==> src/rtl/channel_pkg.sv <==
// Shared constants and FSM state type for the Channel product path.
// CHANNEL_ACC_SAT_EN selects saturating row accumulation in channel_row_accum.
package channel_pkg;

    localparam int PROD_W_DEF    = 16;
    localparam int ACC_W_DEF     = 24;
    localparam int LEN_W_DEF     = 8;
    localparam int OUT_DEPTH_DEF = 4;

    localparam int FIFO_EMPTY_W = 1;
    localparam int FIFO_RD_EN_W = 1;

    typedef enum logic [1:0] {
        IDLE  = 2'd0,
        ACCUM = 2'd1,
        PUSH  = 2'd2
    } accum_state_e;

endpackage

==> src/rtl/channel_sum_fifo.sv <==
// First-word-fall-through result FIFO for completed row sums.
// Reads when empty and writes when full are ignored.
module channel_sum_fifo #(
    parameter int DEPTH = 4,
    parameter int W     = 24
) (
    input  logic         clk,
    input  logic         rst,
    input  logic         wr_en,
    input  logic [W-1:0] wr_data,
    input  logic         rd_en,
    output logic [W-1:0] rd_data,
    output logic         full,
    output logic         empty
);

    localparam int PTR_W = $clog2(DEPTH);
    localparam int CNT_W = PTR_W + 1;

    logic [W-1:0]     mem [DEPTH];
    logic [PTR_W-1:0] wr_ptr;
    logic [PTR_W-1:0] rd_ptr;
    logic [CNT_W-1:0] count;
    logic             do_wr;
    logic             do_rd;

    assign full  = (count == CNT_W'(DEPTH));
    assign empty = (count == '0);
    assign do_wr = wr_en && !full;
    assign do_rd = rd_en && !empty;

    assign rd_data = empty ? '0 : mem[rd_ptr];

    always_ff @(posedge clk) begin
        if (do_wr) begin
            mem[wr_ptr] <= wr_data;
        end
    end

    always_ff @(posedge clk) begin
        if (rst) begin
            wr_ptr <= '0;
            rd_ptr <= '0;
            count  <= '0;
        end else begin
            if (do_wr) begin
                wr_ptr <= wr_ptr + 1'b1;
            end
            if (do_rd) begin
                rd_ptr <= rd_ptr + 1'b1;
            end
            unique case ({do_wr, do_rd})
                2'b10:   count <= count + 1'b1;
                2'b01:   count <= count - 1'b1;
                default: count <= count;
            endcase
        end
    end

endmodule

==> src/rtl/channel_row_accum.sv <==
// Sums Channel products per row and queues row sums for the result writer.
// Define CHANNEL_ACC_SAT_EN for saturating (instead of wrapping) accumulation.
module channel_row_accum
    import channel_pkg::*;
#(
    parameter int PROD_W    = PROD_W_DEF,
    parameter int ACC_W     = ACC_W_DEF,
    parameter int LEN_W     = LEN_W_DEF,
    parameter int OUT_DEPTH = OUT_DEPTH_DEF
) (
    input  logic              clk,
    input  logic              rst,
    input  logic [PROD_W-1:0] mult_out,
    input  logic              mult_empty,
    output logic              mult_rd_en,
    input  logic [LEN_W-1:0]  row_len,
    input  logic              row_len_empty,
    output logic              row_len_rd_en,
    output logic [ACC_W-1:0]  sum_out,
    output logic              sum_empty,
    input  logic              sum_rd_en,
    output logic [15:0]       rows_done
);

    accum_state_e     state;
    accum_state_e     state_next;
    logic [ACC_W-1:0] acc;
    logic [ACC_W-1:0] acc_add;
    logic [LEN_W-1:0] remaining;
    logic             push;
    logic             full;

`ifdef CHANNEL_ACC_SAT_EN
    logic [ACC_W:0] acc_sum;

    // Once pinned at all ones, further adds keep overflowing and stay pinned.
    assign acc_sum = {1'b0, acc} + (ACC_W + 1)'(mult_out);
    assign acc_add = acc_sum[ACC_W] ? '1 : acc_sum[ACC_W-1:0];
`else
    assign acc_add = acc + ACC_W'(mult_out);
`endif

    always_comb begin
        state_next    = state;
        mult_rd_en    = 1'b0;
        row_len_rd_en = 1'b0;
        push          = 1'b0;
        unique case (state)
            IDLE: begin
                row_len_rd_en = !row_len_empty && !rst;
                if (row_len_rd_en) begin
                    state_next = (row_len == '0) ? PUSH : ACCUM;
                end
            end
            ACCUM: begin
                mult_rd_en = !mult_empty && !rst;
                if (mult_rd_en && remaining == LEN_W'(1)) begin
                    state_next = PUSH;
                end
            end
            PUSH: begin
                push = !full;
                if (push) begin
                    state_next = IDLE;
                end
            end
            default: state_next = IDLE;
        endcase
    end

    always_ff @(posedge clk) begin
        if (rst) begin
            state     <= IDLE;
            acc       <= '0;
            remaining <= '0;
            rows_done <= '0;
        end else begin
            state <= state_next;
            if (row_len_rd_en) begin
                acc       <= '0;
                remaining <= row_len;
            end
            if (mult_rd_en) begin
                acc       <= acc_add;
                remaining <= remaining - 1'b1;
            end
            if (push) begin
                rows_done <= rows_done + 16'd1;
            end
        end
    end

    channel_sum_fifo #(
        .DEPTH (OUT_DEPTH),
        .W     (ACC_W)
    ) u_sum_fifo (
        .clk     (clk),
        .rst     (rst),
        .wr_en   (push),
        .wr_data (acc),
        .rd_en   (sum_rd_en),
        .rd_data (sum_out),
        .full    (full),
        .empty   (sum_empty)
    );

endmodule

==> config.mk <==
export PLATFORM = sky130hd
export DESIGN_NAME = channel_row_accum
export DESIGN_NICKNAME = d
export VERILOG_FILES = /design/src/rtl/channel_pkg.sv /design/src/rtl/channel_sum_fifo.sv /design/src/rtl/channel_row_accum.sv
export SDC_FILE = /design/constraint.sdc
export NUM_CORES = 1
export LEC_CHECK = 0
export CORE_UTILIZATION = 50
export CTS_CLUSTER_DIAMETER = 120
export CTS_CLUSTER_SIZE = 10
export DETAILED_ROUTE_END_ITERATION = 10
export GPL_ROUTABILITY_DRIVEN = 0
export GPL_TIMING_DRIVEN = 0
export PLACE_DENSITY = 0.8
export SLEW_MARGIN = 20
export SYNTH_ARGS = -nofsm -noshare
export SYNTH_HDL_FRONTEND = slang
export SYNTH_HIERARCHICAL = 1
export SYNTH_SLANG_ARGS = --single-unit
==> constraint.sdc <==
create_clock -name clk -period 3.62 [get_ports clk]
set_clock_uncertainty 0.05 [all_clocks]
set_input_delay 0.724 -clock clk [delete_from_list [all_inputs] [get_ports clk]]
set_output_delay 0.724 -clock clk [all_outputs]
set_load 0.05 [all_outputs]
==> results.yml, run 1 <==
status:
  status: "finished clean"
synth:
  yosysSeqAreaShare_pct: 56.6
  synth_async_sr_flop_share_pct: 0
  syn_inst: 563
  ys.flop_type: "edfxtp_1"
  yosys_warnings: 6
  synth_nets: 618
  syn_avg_cell_area_sq_um: 12.7
  netlist_area_sq_mm: 0.00718
  synth_edf_count: 96
  synth_cell_type_count: 60
  ys_ff_latch: 155
grt:
  grt_max_degree: 25
  antenna_found_initial: 0
  grt_first_pass_wirelength_mm: 24.1
  grt-ovfl-total: 0
  grt_pass1_vias: 4959
  grt_use_total_pct: 21.6
setup_path:
  reg2reg_slack_ns: 0.70
  r2r-end: "acc[20]"
  end_kind: "primary output"
  crit_type: "reg -> out"
  crit_path_end: "sum_out[17]"
  crit_arrival_ns: 2.71
  crit_fanout: 10
  cp.required_ns: 2.85
  reg2reg_from: "acc[0]"
  cp-start-kind: "flop"
  reg2reg_depth: 8
routing:
  vias: 4812
  drtIter0Drc: 312
  drt_pre_antenna_iters: 5
  drt-total-wl_mm: 14.9
  viasPerCell: 5.70
  wl_per_cell_um: 17.6
  ant_nets: 0
  drc: 0
floorplan:
  die_x_um: 122
  die_h_um: 122
  boundaryPins: 72
  start_util_pct: 51.5
  dieArea_sq_mm: 0.0148
  core_sq_mm: 0.0139
  floorplan.rows: 43
finish:
  utilization_pct: 62.1
  drive_gt1_share_pct: 11.9
  final_cells: 844
  area_growth_pct: 20.6
  fillers: 1041
  diodes: 0
  final_nets: 706
sta:
  fin_crit_ns: 3.48
  slew_viol_final: 0
  worst_slack_ns: 0.139
  fmaxAchievable_mhz: 287
  rsz0062_at_grt: "false"
  worst_pin_slew_ns: 0.776
  slew_headroom_pct: 47.8
  setup_viol: 0
  fin_crit_sh_pct: 96.1
  finalHoldViolCount: 0
  fin_setup_tns_ns: 0
placed_design:
  post-place-cells: 814
  dp_hpwl_mm: 10.2
  port_buffers: 71
  place_ws_ns: -0.392
pwr:
  power_uw: 4160
  leakagePower_uw: 0.00312
  peakVddDrop_uv: 270
  power.density_mw_per_mm2: 480
worst_hold_path:
  hold_path_class: "reg -> reg"
cts:
  htree_levels: 4
  clk_latency_ns: 0.42
  ctsHoldBuffers: 0
  cts_tree: "yes"
  cts_sinks: 155
  clk_pin_slew_ns: 0.06
  cts_made_buffers: 17
  cts_max_path_buffers: 2
  cts_root_buf: "clkbuf_16"
run:
  maxCapViolCount: 0
-- through the flow --
stage	hold WS [ns]	area (sq um)
global placement	0.411	8110
global route	0.492	8660
floorplan	0.400	7180
finish	0.464	8660
CTS	0.465	8660
detailed placement	0.453	8120
-- layout make-up --
cell class	instances	area [sq um]	share of cell area, %
timing repair buffer	71	713	8.24
clock inverter	10	101	1.17
buffer	21	128	1.47
multi-input combinational	368	2920	33.7
inverter	17	65.1	0.752
tap	180	225	2.60
clock buffer	22	444	5.13
sequential	155	4060	46.9
-- what timing repair did --
item	in CTS	in global routing
setup endpoints to repair	2	2
hold endpoints to repair	0	0
gates resized for setup	6	0
buffers inserted	0	0
pin swaps	0	0
-- Yosys cell counts (3+ instances only) --
master    number  area, sq um
a21o_1        12         90.1
a21oi_1       30          150
a221oi_1       5         43.8
a22oi_1        9         67.6
a31oi_1        6         37.5
and2_1         4         25.0
and3_1         4         25.0
buf_2          4         20.0
clkbuf_1      13         48.8
dfxtp_1       59         1180
edfxtp_1      96         2880
ha_1          24          300
inv_1         15         56.3
mux2i_1        5         50.1
mux4_1         4          105
mux4_2        20          450
nand2_1       25         93.8
nand2b_1       4         25.0
nand3_1       13         65.1
nand4_1        5         31.3
nor2_1        51          191
nor2b_1       13         81.3
nor2b_4       11          151
nor3_1         9         45.0
nor3b_1        4         30.0
nor4_1         6         37.5
o211ai_1       8         60.1
o21a_1         3         22.5
o21ai_0       27          135
or3_1         11         68.8
xnor2_1        9         78.8
xor2_1        19          166
-- logic make-up after synthesis --
| logic type | after synthesis | share of synthesized area [%] |
|---|---|---|
| adder cells (fa/ha/maj) | 26 | 4.74 |
| buffers and inverters | 40 | 2.79 |
| flip-flops | 155 | 56.6 |
| AND/OR/NAND/NOR | 172 | 13.9 |
| AO/OA/AOI/OAI | 111 | 9.76 |
| multiplexers | 31 | 8.75 |
| XOR/XNOR | 28 | 3.42 |
-- critical path, cell delays in order (launching register included) --
cell,delay [ns]
dfxtp_1,0.31
clkbuf_1,0.36
buf_2,0.38
mux4_2,0.26
nor2b_4,0.14
clkdlybuf4s50_1,0.82
-- where the power goes --
part / internal (uW) / switching [uW]
logic: 229 / 336
clock network: 1000 / 654
registers: 1900 / 37.4
total: 3130 / 1030
-- flip-flops by register name (all words and copies together) (netlist names), named ones only --
signal,flops
u_sum_fifo/wr_ptr,2
u_sum_fifo/count,3
acc,24
u_sum_fifo/mem,96
state,2
u_sum_fifo/rd_ptr,2
rows_done,16
remaining,8
-- worst min-delay path by stage --
stage	startpoint	end	slack, ns	cells past startpoint
floorplan	remaining[7]	remaining[7]	0.40	2
detailed placement	u_sum_fifo/rd_ptr[1]	u_sum_fifo/rd_ptr[1]	0.45	2
CTS	u_sum_fifo/rd_ptr[1]	flop	0.46	2
global route	u_sum_fifo/rd_ptr[1]	u_sum_fifo/rd_ptr[1]	0.49	2
finish	u_sum_fifo/rd_ptr[1]	flop	0.46	2
global placement	remaining[7]	remaining[7]	0.41	2
-- layer usage --
layer | GRT usage, % | wire, um
met1 | 26.2 | 6330
met2 | 36.7 | 7440
met4 | 9.41 | 293
met5 | 0 | 0
met3 | 4.96 | 800
-- layout by cell type, fill, tap and decap left out, types with 15 or more instances in the layout --
cell	Yosys	layout
nand2_1	25	25
xor2_1	19	19
o21ai_0	27	27
edfxtp_1	96	96
clkbuf_1	13	17
dfxtp_1	59	59
nor2_1	51	51
a21oi_1	30	30
inv_1	15	15
clkdlybuf4s50_1	0	69
clkbuf_16	0	17
ha_1	24	24
mux4_2	20	20
Power figures use the tool's default switching activity.
==> run 2: changes to the inputs <==
Settings changed: GPL_ROUTABILITY_DRIVEN 0 to not set.
Clock period 3.62 ns to 3.3 ns, I/O delays scaled along.
==> run 2 against run 1 <==
Critical path depth unchanged. Combinational power is 7.1% higher. Die area unchanged. First-iteration DRC count grew 8.7%. Non-clock buffer count up 1. Largest power group unchanged. Critical endpoint is now mult_rd_en. Sequential power is 9.8% higher. Via count rose by 0.21%.
==> results.yml, run 2 (synthesized netlist as in run 1, its figures left out) <==
status:
  status: "finished clean"
grt:
  grt_pass1_vias: 4949
  antenna_found_initial: 0
  grt_use_total_pct: 21.6
  grt-ovfl-total: 0
  grt_first_pass_wirelength_mm: 24.1
  grt_max_degree: 25
sta:
  slew_viol_final: 0
  rsz0062_at_grt: "false"
  setup_viol: 0
  worst_pin_slew_ns: 0.753
  fin_crit_ns: 3.22
  fin_setup_tns_ns: 0
  fin_crit_sh_pct: 97.6
  whs_ns: 0.464
  slew_headroom_pct: 49.8
  finalHoldViolCount: 0
  fmaxAchievable_mhz: 310
  worst_slack_ns: 0.0785
floorplan:
  core_sq_mm: 0.0139
  boundaryPins: 72
  dieArea_sq_mm: 0.0148
  die_h_um: 122
  floorplan.rows: 43
  die_x_um: 122
  start_util_pct: 51.5
setup_path:
  reg2reg_from: "u_sum_fifo/count[0]"
  crit_arrival_ns: 2.51
  reg2reg_slack_ns: 0.60
  reg2reg_depth: 11
  path_depth: 5
  cp_top_family: "buffers and inverters"
  crit_path_end: "mult_rd_en"
  crit_fanout: 10
  crit_chain: "clkdlybuf4s50_1, or4_4, clkinv_2, clkbuf_2, clkdlybuf4s18_2"
  max_stage_delay_ns: 0.53
  cp.required_ns: 2.59
  end_kind: "primary output"
  cp-start-kind: "input port"
  path_buf_inv: 4
  critPathSlowestCell: "or4_4"
  cp-startpoint: "rst"
  crit_type: "in -> out"
  r2r-end: "u_sum_fifo/count[2]"
finish:
  diodes: 0
  layout_commonest_cell: "edfxtp_1"
  final_nets: 707
  drive_gt1_share_pct: 12.3
  final_cell_mix: "edfxtp_1, dfxtp_1, nor2_1"
  design_area_sq_mm: 0.00864
  largest_reg_flops: 96
  registers.top_by_ff_count: "u_sum_fifo/mem"
  utilization_pct: 62.0
  area_growth_pct: 20.5
  largest_registers: "u_sum_fifo/mem: 96 flops, acc: 24 flops, rows_done: 16 flops"
pwr:
  power.density_mw_per_mm2: 526
  leakagePower_uw: 0.00321
  peakVddDrop_uv: 293
worst_hold_path:
  hold_path_class: "reg -> reg"
placed_design:
  place_ws_ns: -0.584
  place_congestion: 0.877
  dp_hpwl_mm: 10.2
  port_buffers: 71
  place_area_sq_mm: 0.00812
routing:
  drt-total-wl_mm: 14.9
  ant_nets: 0
  drtIter0Drc: 339
  wl_per_cell_um: 17.6
  drc: 0
  viasPerCell: 5.71
  vias: 4822
  drt_pre_antenna_iters: 5
cts:
  clk_latency_ns: 0.42
  cts_made_buffers: 17
  htree_levels: 4
  cts_tree: "yes"
  cts_root_buf: "clkbuf_16"
  ctsHoldBuffers: 0
  cts_max_path_buffers: 2
  clk_pin_slew_ns: 0.06
  post_cts_buffers: 0
  cts_sinks: 155
run:
  maxCapViolCount: 0
[run 2: area by class of cell]
class | count | area [sq um]
fill | 1053 | 5290
clock buffer | 22 | 444
tap | 180 | 225
buffer | 22 | 133
inverter | 17 | 68.8
multi-input combinational | 368 | 2920
sequential | 155 | 4060
timing repair buffer | 71 | 686
clock inverter | 10 | 101
[run 2: where the power goes]
part / total, uW / internal, uW / leakage [uW] / switching, uW
Clock: 1810 / 1100 / 0.000269 / 714
Sequential: 2130 / 2090 / 0.00142 / 40.9
Combinational: 605 / 237 / 0.00152 / 368
[run 2: worst min-delay path by stage]
stage,end,from,depth (start not counted)
2_1_floorplan,remaining[7],remaining[7],2
3_3_place_gp,remaining[7],remaining[7],2
3_5_place_dp,u_sum_fifo/rd_ptr[1],u_sum_fifo/rd_ptr[1],2
4_1_cts,flop,u_sum_fifo/rd_ptr[1],2
5_1_grt,u_sum_fifo/rd_ptr[1],u_sum_fifo/rd_ptr[1],2
6_report,flop,u_sum_fifo/rd_ptr[1],2
[run 2: per-stage QoR]
| stage | std cells | power, uW |
|---|---|---|
| 2_1_floorplan | 563 | 2600 |
| 3_3_place_gp | 814 | 2760 |
| 3_5_place_dp | 814 | 2790 |
| 4_1_cts | 845 | 4570 |
| 5_1_grt | 845 | 4700 |
| 6_report | 845 | 4540 |
[run 2: layer usage]
layer  vias to the layer above  part of all wire [%]  track usage [%]
met5                         -                     0                0
met1                      2343                    42             26.1
met2                       150                    51             36.7
met4                         0                   1.8             9.41
li1                       2307                     -                -
met3                        22                   5.6             4.96
[run 2: tightest hold or removal path, cell delays in order (launching register included)]
cell	delay [ns]
dfxtp_1	0.31
o21ai_0	0.07
a21oi_1	0.08
[run 2: repair_timing]
| item | 4_1_cts | 5_1_grt |
|---|---|---|
| pin swaps | 1 | 0 |
| gates resized for setup | 28 | 3 |
| endpoints found under the setup margin | 23 | 6 |
| hold endpoints to repair | 0 | 0 |
| cloned | 0 | 0 |
